<file path="src/rtl/mc_ctrl_fsm_if.sv">
// Control bundle between the multi-cycle sequencer and the RV32I datapath/memory.
// Memory handshake: the sequencer raises mem_req (with mem_we / mem_is_fetch
// qualifying it) and holds it steady; the request completes in the cycle where
// mem_ready is 1 while mem_req is 1. mem_ready is ignored while mem_req is 0.
interface mc_ctrl_fsm_if;
    logic [31:0] instr;
    logic        mem_ready;
    logic        br_taken;
    logic [2:0]  imm_sel;
    logic        ir_we;
    logic        pc_we;
    logic [1:0]  pc_sel;
    logic        alu_a_sel;
    logic        alu_b_sel;
    logic        rf_we;
    logic [1:0]  wb_sel;
    logic        mem_req;
    logic        mem_we;
    logic        mem_is_fetch;
    logic        illegal;
    logic        timeout;
    logic [2:0]  state_o;

    // Sequencer side
    modport master (
        input  instr, mem_ready, br_taken,
        output imm_sel, ir_we, pc_we, pc_sel, alu_a_sel, alu_b_sel, rf_we,
               wb_sel, mem_req, mem_we, mem_is_fetch, illegal, timeout, state_o
    );

    // Datapath / memory side
    modport slave (
        output instr, mem_ready, br_taken,
        input  imm_sel, ir_we, pc_we, pc_sel, alu_a_sel, alu_b_sel, rf_we,
               wb_sel, mem_req, mem_we, mem_is_fetch, illegal, timeout, state_o
    );
endinterface

</file>
<file path="src/rtl/mc_ctrl_fsm.sv">
// Multi-cycle control FSM for the RV32I core: FETCH -> DECODE -> EXEC -> (MEM) -> (WB).
// Controls decode from the current state and the instruction register; the
// mem_ready / br_taken terms only qualify strobes inside the state that waits on them.
// Traps (sticky until reset) on an illegal opcode or a memory wait longer than TIMEOUT_CYC.
module mc_ctrl_fsm #(
    parameter int TIMEOUT_CYC = 64
) (
    input  logic          clk,
    input  logic          rst,
    mc_ctrl_fsm_if.master bus
);
    localparam int CW = $clog2(TIMEOUT_CYC + 1);

    typedef enum logic [2:0] {
        S_FETCH  = 3'd0,
        S_DECODE = 3'd1,
        S_EXEC   = 3'd2,
        S_MEM    = 3'd3,
        S_WB     = 3'd4,
        S_TRAP   = 3'd7
    } state_t;

    typedef enum logic [3:0] {
        C_OP, C_OPIMM, C_LOAD, C_STORE, C_BRANCH,
        C_LUI, C_AUIPC, C_JAL, C_JALR, C_ILL
    } cls_t;

    state_t          r_state;
    state_t          w_next;
    logic [CW-1:0]   r_cnt;
    logic            r_illegal;
    logic            r_timeout;
    cls_t            w_cls;
    logic [2:0]      w_imm;
    logic            w_wait;
    logic            w_expire;
    logic            w_rd_nz;
    logic            w_unused;

    logic [2:0]      w_imm_sel;
    logic            w_ir_we;
    logic            w_pc_we;
    logic [1:0]      w_pc_sel;
    logic            w_alu_a_sel;
    logic            w_alu_b_sel;
    logic            w_rf_we;
    logic [1:0]      w_wb_sel;
    logic            w_mem_req;
    logic            w_mem_we;
    logic            w_mem_is_fetch;

    // Upper instruction bits belong to the immediate generator, not to control.
    assign w_unused = ^bus.instr[31:15];
    assign w_rd_nz  = (bus.instr[11:7] != 5'd0);

    // Classify the opcode; a full 7-bit match implies instr[1:0] == 2'b11.
    always_comb begin
        w_cls = C_ILL;
        case (bus.instr[6:0])
            7'b0110011: w_cls = C_OP;
            7'b0010011: w_cls = C_OPIMM;
            7'b0000011: w_cls = C_LOAD;
            7'b0100011: w_cls = C_STORE;
            7'b1100011: w_cls = C_BRANCH;
            7'b0110111: w_cls = C_LUI;
            7'b0010111: w_cls = C_AUIPC;
            7'b1101111: w_cls = C_JAL;
            7'b1100111: w_cls = (bus.instr[14:12] == 3'b000) ? C_JALR : C_ILL;
            default:    w_cls = C_ILL;
        endcase
    end

    // Immediate format for the classified instruction.
    always_comb begin
        w_imm = 3'b000;
        case (w_cls)
            C_OPIMM, C_LOAD, C_JALR: w_imm = 3'b001;
            C_STORE:                 w_imm = 3'b010;
            C_BRANCH:                w_imm = 3'b011;
            C_LUI, C_AUIPC:          w_imm = 3'b100;
            C_JAL:                   w_imm = 3'b101;
            default:                 w_imm = 3'b000;
        endcase
    end

    // A memory wait cycle; expiry is the last allowed wait cycle passing without mem_ready.
    assign w_wait   = (r_state == S_FETCH) || (r_state == S_MEM);
    assign w_expire = w_wait && !bus.mem_ready && (r_cnt == CW'(TIMEOUT_CYC - 1));

    // Next-state selection.
    always_comb begin
        w_next = r_state;
        case (r_state)
            S_FETCH: begin
                if (bus.mem_ready)  w_next = S_DECODE;
                else if (w_expire)  w_next = S_TRAP;
            end
            S_DECODE: w_next = (w_cls == C_ILL) ? S_TRAP : S_EXEC;
            S_EXEC: begin
                if (w_cls == C_BRANCH)                         w_next = S_FETCH;
                else if (w_cls == C_LOAD || w_cls == C_STORE)  w_next = S_MEM;
                else                                           w_next = S_WB;
            end
            S_MEM: begin
                if (bus.mem_ready)  w_next = (w_cls == C_STORE) ? S_FETCH : S_WB;
                else if (w_expire)  w_next = S_TRAP;
            end
            S_WB:    w_next = S_FETCH;
            S_TRAP:  w_next = S_TRAP;
            default: w_next = S_FETCH;
        endcase
    end

    // State register, wait counter and sticky trap flags.
    always_ff @(posedge clk) begin
        if (rst) begin
            r_state   <= S_FETCH;
            r_cnt     <= '0;
            r_illegal <= 1'b0;
            r_timeout <= 1'b0;
        end else begin
            r_state <= w_next;
            if (r_state == S_DECODE && w_cls == C_ILL)
                r_illegal <= 1'b1;
            if (w_expire)
                r_timeout <= 1'b1;
            if (bus.mem_ready || (w_next != r_state))
                r_cnt <= '0;
            else if (w_wait)
                r_cnt <= r_cnt + CW'(1);
        end
    end

    // Control decode from state + instruction; everything forced low during reset.
    always_comb begin
        w_imm_sel      = 3'b000;
        w_ir_we        = 1'b0;
        w_pc_we        = 1'b0;
        w_pc_sel       = 2'b00;
        w_alu_a_sel    = 1'b0;
        w_alu_b_sel    = 1'b0;
        w_rf_we        = 1'b0;
        w_wb_sel       = 2'b00;
        w_mem_req      = 1'b0;
        w_mem_we       = 1'b0;
        w_mem_is_fetch = 1'b0;
        if (!rst) begin
            case (r_state)
                S_FETCH: begin
                    w_mem_req      = 1'b1;
                    w_mem_is_fetch = 1'b1;
                    w_ir_we        = bus.mem_ready;
                end
                S_DECODE: w_imm_sel = w_imm;
                S_EXEC: begin
                    w_imm_sel   = w_imm;
                    w_alu_a_sel = (w_cls == C_AUIPC) || (w_cls == C_JAL) || (w_cls == C_BRANCH);
                    w_alu_b_sel = (w_cls != C_OP);
                    if (w_cls == C_BRANCH) begin
                        w_pc_we  = 1'b1;
                        w_pc_sel = bus.br_taken ? 2'b01 : 2'b00;
                    end
                end
                S_MEM: begin
                    w_imm_sel = w_imm;
                    w_mem_req = 1'b1;
                    w_mem_we  = (w_cls == C_STORE);
                    w_pc_we   = (w_cls == C_STORE) && bus.mem_ready;
                end
                S_WB: begin
                    w_imm_sel = w_imm;
                    w_rf_we   = w_rd_nz;
                    w_pc_we   = 1'b1;
                    case (w_cls)
                        C_LOAD:        w_wb_sel = 2'b01;
                        C_JAL, C_JALR: w_wb_sel = 2'b10;
                        C_LUI:         w_wb_sel = 2'b11;
                        default:       w_wb_sel = 2'b00;
                    endcase
                    case (w_cls)
                        C_JAL:   w_pc_sel = 2'b01;
                        C_JALR:  w_pc_sel = 2'b10;
                        default: w_pc_sel = 2'b00;
                    endcase
                end
                default: ;
            endcase
        end
    end

    assign bus.imm_sel      = w_imm_sel;
    assign bus.ir_we        = w_ir_we;
    assign bus.pc_we        = w_pc_we;
    assign bus.pc_sel       = w_pc_sel;
    assign bus.alu_a_sel    = w_alu_a_sel;
    assign bus.alu_b_sel    = w_alu_b_sel;
    assign bus.rf_we        = w_rf_we;
    assign bus.wb_sel       = w_wb_sel;
    assign bus.mem_req      = w_mem_req;
    assign bus.mem_we       = w_mem_we;
    assign bus.mem_is_fetch = w_mem_is_fetch;
    assign bus.illegal      = r_illegal & ~rst;
    assign bus.timeout      = r_timeout & ~rst;
    assign bus.state_o      = rst ? 3'd0 : r_state;
endmodule

</file>
<file path="src/flat_wrapper.sv">
// flat-port wrapper written by rule: the top's interface ports become plain ports
module mc_ctrl_fsm_flat 
#(
    parameter int TIMEOUT_CYC = 64
)
  (clk, rst, bus_instr, bus_mem_ready, bus_br_taken, bus_imm_sel, bus_ir_we, bus_pc_we, bus_pc_sel, bus_alu_a_sel, bus_alu_b_sel, bus_rf_we, bus_wb_sel, bus_mem_req, bus_mem_we, bus_mem_is_fetch, bus_illegal, bus_timeout, bus_state_o);
  mc_ctrl_fsm_if bus_i ();
  input  logic clk;
  input  logic rst;
  input wire logic [$bits(bus_i.instr)-1:0] bus_instr;
  input wire logic [$bits(bus_i.mem_ready)-1:0] bus_mem_ready;
  input wire logic [$bits(bus_i.br_taken)-1:0] bus_br_taken;
  output wire logic [$bits(bus_i.imm_sel)-1:0] bus_imm_sel;
  output wire logic [$bits(bus_i.ir_we)-1:0] bus_ir_we;
  output wire logic [$bits(bus_i.pc_we)-1:0] bus_pc_we;
  output wire logic [$bits(bus_i.pc_sel)-1:0] bus_pc_sel;
  output wire logic [$bits(bus_i.alu_a_sel)-1:0] bus_alu_a_sel;
  output wire logic [$bits(bus_i.alu_b_sel)-1:0] bus_alu_b_sel;
  output wire logic [$bits(bus_i.rf_we)-1:0] bus_rf_we;
  output wire logic [$bits(bus_i.wb_sel)-1:0] bus_wb_sel;
  output wire logic [$bits(bus_i.mem_req)-1:0] bus_mem_req;
  output wire logic [$bits(bus_i.mem_we)-1:0] bus_mem_we;
  output wire logic [$bits(bus_i.mem_is_fetch)-1:0] bus_mem_is_fetch;
  output wire logic [$bits(bus_i.illegal)-1:0] bus_illegal;
  output wire logic [$bits(bus_i.timeout)-1:0] bus_timeout;
  output wire logic [$bits(bus_i.state_o)-1:0] bus_state_o;
  assign bus_i.instr = bus_instr;
  assign bus_i.mem_ready = bus_mem_ready;
  assign bus_i.br_taken = bus_br_taken;
  assign bus_imm_sel = bus_i.imm_sel;
  assign bus_ir_we = bus_i.ir_we;
  assign bus_pc_we = bus_i.pc_we;
  assign bus_pc_sel = bus_i.pc_sel;
  assign bus_alu_a_sel = bus_i.alu_a_sel;
  assign bus_alu_b_sel = bus_i.alu_b_sel;
  assign bus_rf_we = bus_i.rf_we;
  assign bus_wb_sel = bus_i.wb_sel;
  assign bus_mem_req = bus_i.mem_req;
  assign bus_mem_we = bus_i.mem_we;
  assign bus_mem_is_fetch = bus_i.mem_is_fetch;
  assign bus_illegal = bus_i.illegal;
  assign bus_timeout = bus_i.timeout;
  assign bus_state_o = bus_i.state_o;
  mc_ctrl_fsm #(.TIMEOUT_CYC(TIMEOUT_CYC)) u_core (.clk(clk), .rst(rst), .bus(bus_i));
endmodule
</file>
<file path="config.mk">
export PLATFORM = sky130hd
export DESIGN_NAME = mc_ctrl_fsm_flat
export DESIGN_NICKNAME = d
export VERILOG_FILES = /design/src/rtl/mc_ctrl_fsm_if.sv /design/src/rtl/mc_ctrl_fsm.sv /design/src/flat_wrapper.sv
export SDC_FILE = /design/constraint.sdc
export NUM_CORES = 1
export LEC_CHECK = 0
export ABC_AREA = 1
export CELL_PAD_IN_SITES_DETAIL_PLACEMENT = 1
export CELL_PAD_IN_SITES_GLOBAL_PLACEMENT = 2
export CORE_ASPECT_RATIO = 0.75
export CORE_MARGIN = 2
export CORE_UTILIZATION = 23
export CTS_CLUSTER_DIAMETER = 40
export DETAILED_ROUTE_END_ITERATION = 8
export MAX_ROUTING_LAYER = met4
export PLACE_DENSITY_LB_ADDON = 0.15
export SKIP_LAST_GASP = 1
export SYNTH_ARGS = -nofsm -noshare
export SYNTH_HDL_FRONTEND = slang
export SYNTH_SLANG_ARGS = --single-unit
</file>
<file path="constraint.sdc">
create_clock -name clk -period 4.45 [get_ports clk]
set_input_delay 1.1125 -clock clk [delete_from_list [all_inputs] [get_ports clk]]
set_output_delay 1.1125 -clock clk [all_outputs]
set_load 0.05 [all_outputs]
</file>
==> flow_metrics.py <==
metrics = {
    "outcome": {
        "status": "finished clean",
    },
    "drt": {
        "viasPerCell": 4.33,
        "routed_wl_um": 4330,
        "route.detailed.drc": 0,
        "wl_per_cell_um": 12.6,
        "ant_nets": 0,
        "first_iter_violations": 20,
        "first_pass_iters": 4,
        "vias": 1490,
    },
    "global_routing": {
        "grt_pass1_vias": 1584,
        "grt_overflow_total": 0,
        "grt_pass1_wl_um": 7380,
        "antenna_found_initial": 0,
        "grt_util_all_layers": 0.140,
        "grt_max_degree": 14,
    },
    "logic_synthesis": {
        "ys_seq_area_frac": 0.169,
        "yosysMostFrequentCell": "nor2_1",
        "synth_flop_cell": "dfxtp_1",
        "netlist_top_cells_count": "34 x nor2_1, 33 x inv_1, 20 x nand2_1",
        "syn_avg_cell_area_sq_um": 6.89,
        "ys.warnings.count": 0,
        "netlist_area_sq_um": 1420,
        "synth-seq-cells": 12,
        "postSynthCellCount": 206,
        "synth_nets": 248,
        "ys_top_cells_by_area": "dfxtp_1 17%, nor2_1 9.0%, inv_1 8.7%",
        "synth.largest_area_cell": "dfxtp_1",
        "ys_types": 36,
        "synth_top_area_share": 0.169,
        "synth_edf_count": 0,
        "synthArstFlopShare": 0,
    },
    "timing": {
        "fin_crit_ns": 4.30,
        "skew_ns": 0.00227,
        "fin_crit_sh": 0.966,
        "timing.final.ws_setup_ns": 0.150,
        "max_slew.worst_pin.slew_ns": 0.546,
        "drv_slew": 0,
        "fmax_ghz": 0.233,
        "whs_ns": 0.462,
        "slew_headroom": 0.635,
        "setup_viol": 0,
        "hold_violations": 0,
        "tns_ns": 0,
    },
    "critical_path": {
        "reg2reg_to": "u_core.r_cnt[6]",
        "crit_path_end_kind": "primary output",
        "crit_path_start": "bus_instr[6]",
        "path_max_fanout": 4,
        "rrSetupSlack_ns": 2.55,
        "required_ns": 3.34,
        "endpoint": "bus_imm_sel[0]",
        "critical_path_class": "in2out",
        "r2r-start": "u_core.r_state[0]",
        "r2r_cells": 12,
        "arrival_ns": 3.19,
        "start_kind": "input pin",
    },
    "final_layout": {
        "finalInstanceArea_sq_um": 2320,
        "drive_gt1_frac": 0.440,
        "instances_no_fill": 344,
        "area_growth_pct": 63.5,
        "nNetsFinal": 309,
        "diodes": 0,
        "fin_util": 0.395,
    },
    "floorplan": {
        "die_h_um": 72.1,
        "rows": 24,
        "initial_core_util": 0.241,
        "core_sq_um": 5890,
        "dieArea_sq_um": 6830,
        "die_x_um": 94.7,
        "io_pins": 56,
    },
    "clock_network": {
        "cts_buffer_depth": 2,
        "numClockSinks": 12,
        "cts_buffers": 3,
        "cts_tree": "done",
        "clock_latency_ns": 0.24,
        "clk_pin_slew_ns": 0.05,
        "htreeDepth": 1,
        "root_buffer": "clkbuf_8",
    },
    "pwr": {
        "clkPwrFrac": 0.164,
        "pwr-share-comb": 0.647,
        "seqPwrFrac": 0.189,
        "power.density_nw_per_um2": 321,
        "power_mw": 0.744,
        "ir_worst_vdd_mv": 0.155,
        "switching_power_mw": 0.380,
        "p_sw_frac": 0.511,
        "p_int_mw": 0.364,
        "p_leak_nw": 0.985,
    },
    "placed_design": {
        "dpl.hpwl_um": 3580,
        "placed_cells": 339,
        "routabilityCongestion": 0.738,
        "io_buffers": 38,
        "pre_cts_ws_ns": -0.181,
        "placed_area_sq_um": 2110,
    },
    "min_path": {
        "holdCritPathClass": "reg2reg",
    },
    "run": {
        "maxCapViolations": 0,
    },
}
==> critical path, stage by stage <==
cell	delay [ns]
dlygate4sd2_1	0.35
nand3_2	0.14
inv_2	0.11
nand2_4	0.06
nand2_2	0.08
nor2_4	0.04
nand2_4	0.05
inv_1	0.04
nor3_2	0.15
buf_4	0.16
inv_4	0.05
ha_4	0.26
xor2_1	0.13
nand2_1	0.11
a21oi_4	0.18
buf_12	0.15
==> final cells by class <==
class,count,area [sq um]
clock buffer,4,55.1
tap,78,97.6
multi-input combinational,152,1180
fill,746,3560
timing repair buffer,58,596
sequential,12,240
inverter,40,155
==> power groups by stage <==
stage               clock network, mW  registers, mW  logic, mW
floorplan                           0          0.137      0.346
global placement                    0          0.142      0.472
detailed placement                  0          0.142      0.476
CTS                             0.128          0.140      0.483
global route                    0.132          0.143      0.530
finish                          0.122          0.141      0.482
==> layer usage <==
layer / wire [um] / vias to the layer above / track usage
met4: 0 / 0 / 0.0145
met3: 148 / 0 / 0.0270
met1: 2410 / 678 / 0.215
met5: 0 / - / -
li1: - / 782 / -
met2: 1780 / 30 / 0.195
==> worst min path at each step <==
stage                                 from               end  slack, ns  depth (start not counted)
after floorplan           u_core.r_illegal  u_core.r_illegal       0.44                          2
after global placement    u_core.r_illegal  u_core.r_illegal       0.45                          2
after detailed placement  u_core.r_illegal  u_core.r_illegal       0.46                          2
after CTS                 u_core.r_illegal  u_core.r_illegal       0.46                          2
after global routing      u_core.r_illegal  u_core.r_illegal       0.50                          2
final                     u_core.r_illegal  u_core.r_illegal       0.46                          2
==> placed cells by master, fill, tap and decap left out, types with 2 or more instances in the layout <==
cell / n
clkdlybuf4s50_1: 16
ha_4: 3
buf_12: 8
o21ai_0: 3
a21oi_1: 4
nand2_2: 11
nor3_2: 10
nand3_4: 2
nor2_4: 10
dfxtp_1: 12
inv_4: 2
nand2_4: 10
nor2_1: 28
a21oi_2: 3
buf_4: 26
xor2_1: 5
a31oi_1: 3
ha_1: 3
nand4_2: 2
nor2_2: 5
nand3_1: 7
nand2_1: 19
nor3_1: 5
inv_1: 30
inv_2: 8
dlygate4sd2_1: 5
dlymetal6s2s_1: 2
clkbuf_8: 4
nand3_2: 3
==> logic make-up (layout without fill, tap and decap cells) <==
logic type      Yosys count  after routing  share of synthesized area
buf+inv                  42            102                      0.111
flops                    12             12                      0.169
compound gates           23             23                      0.109
simple gates            117            117                      0.521
xor+xnor                  6              6                     0.0370
fa+ha+maj                 6              6                     0.0529
==> sequential cells by signal (all words and copies together), names as in the netlist <==
register	flops
u_core.r_cnt	7
u_core.r_state	3
u_core.r_illegal	1
u_core.r_timeout	1
==> timing repair <==
action | CTS | global route
resized for setup | 30 | 12
hold buffers | 0 | 0
endpoints found under the setup margin | 9 | 10
pin swaps | 10 | 9
buffers inserted | 0 | 1
(Power assumes the default switching activity.)
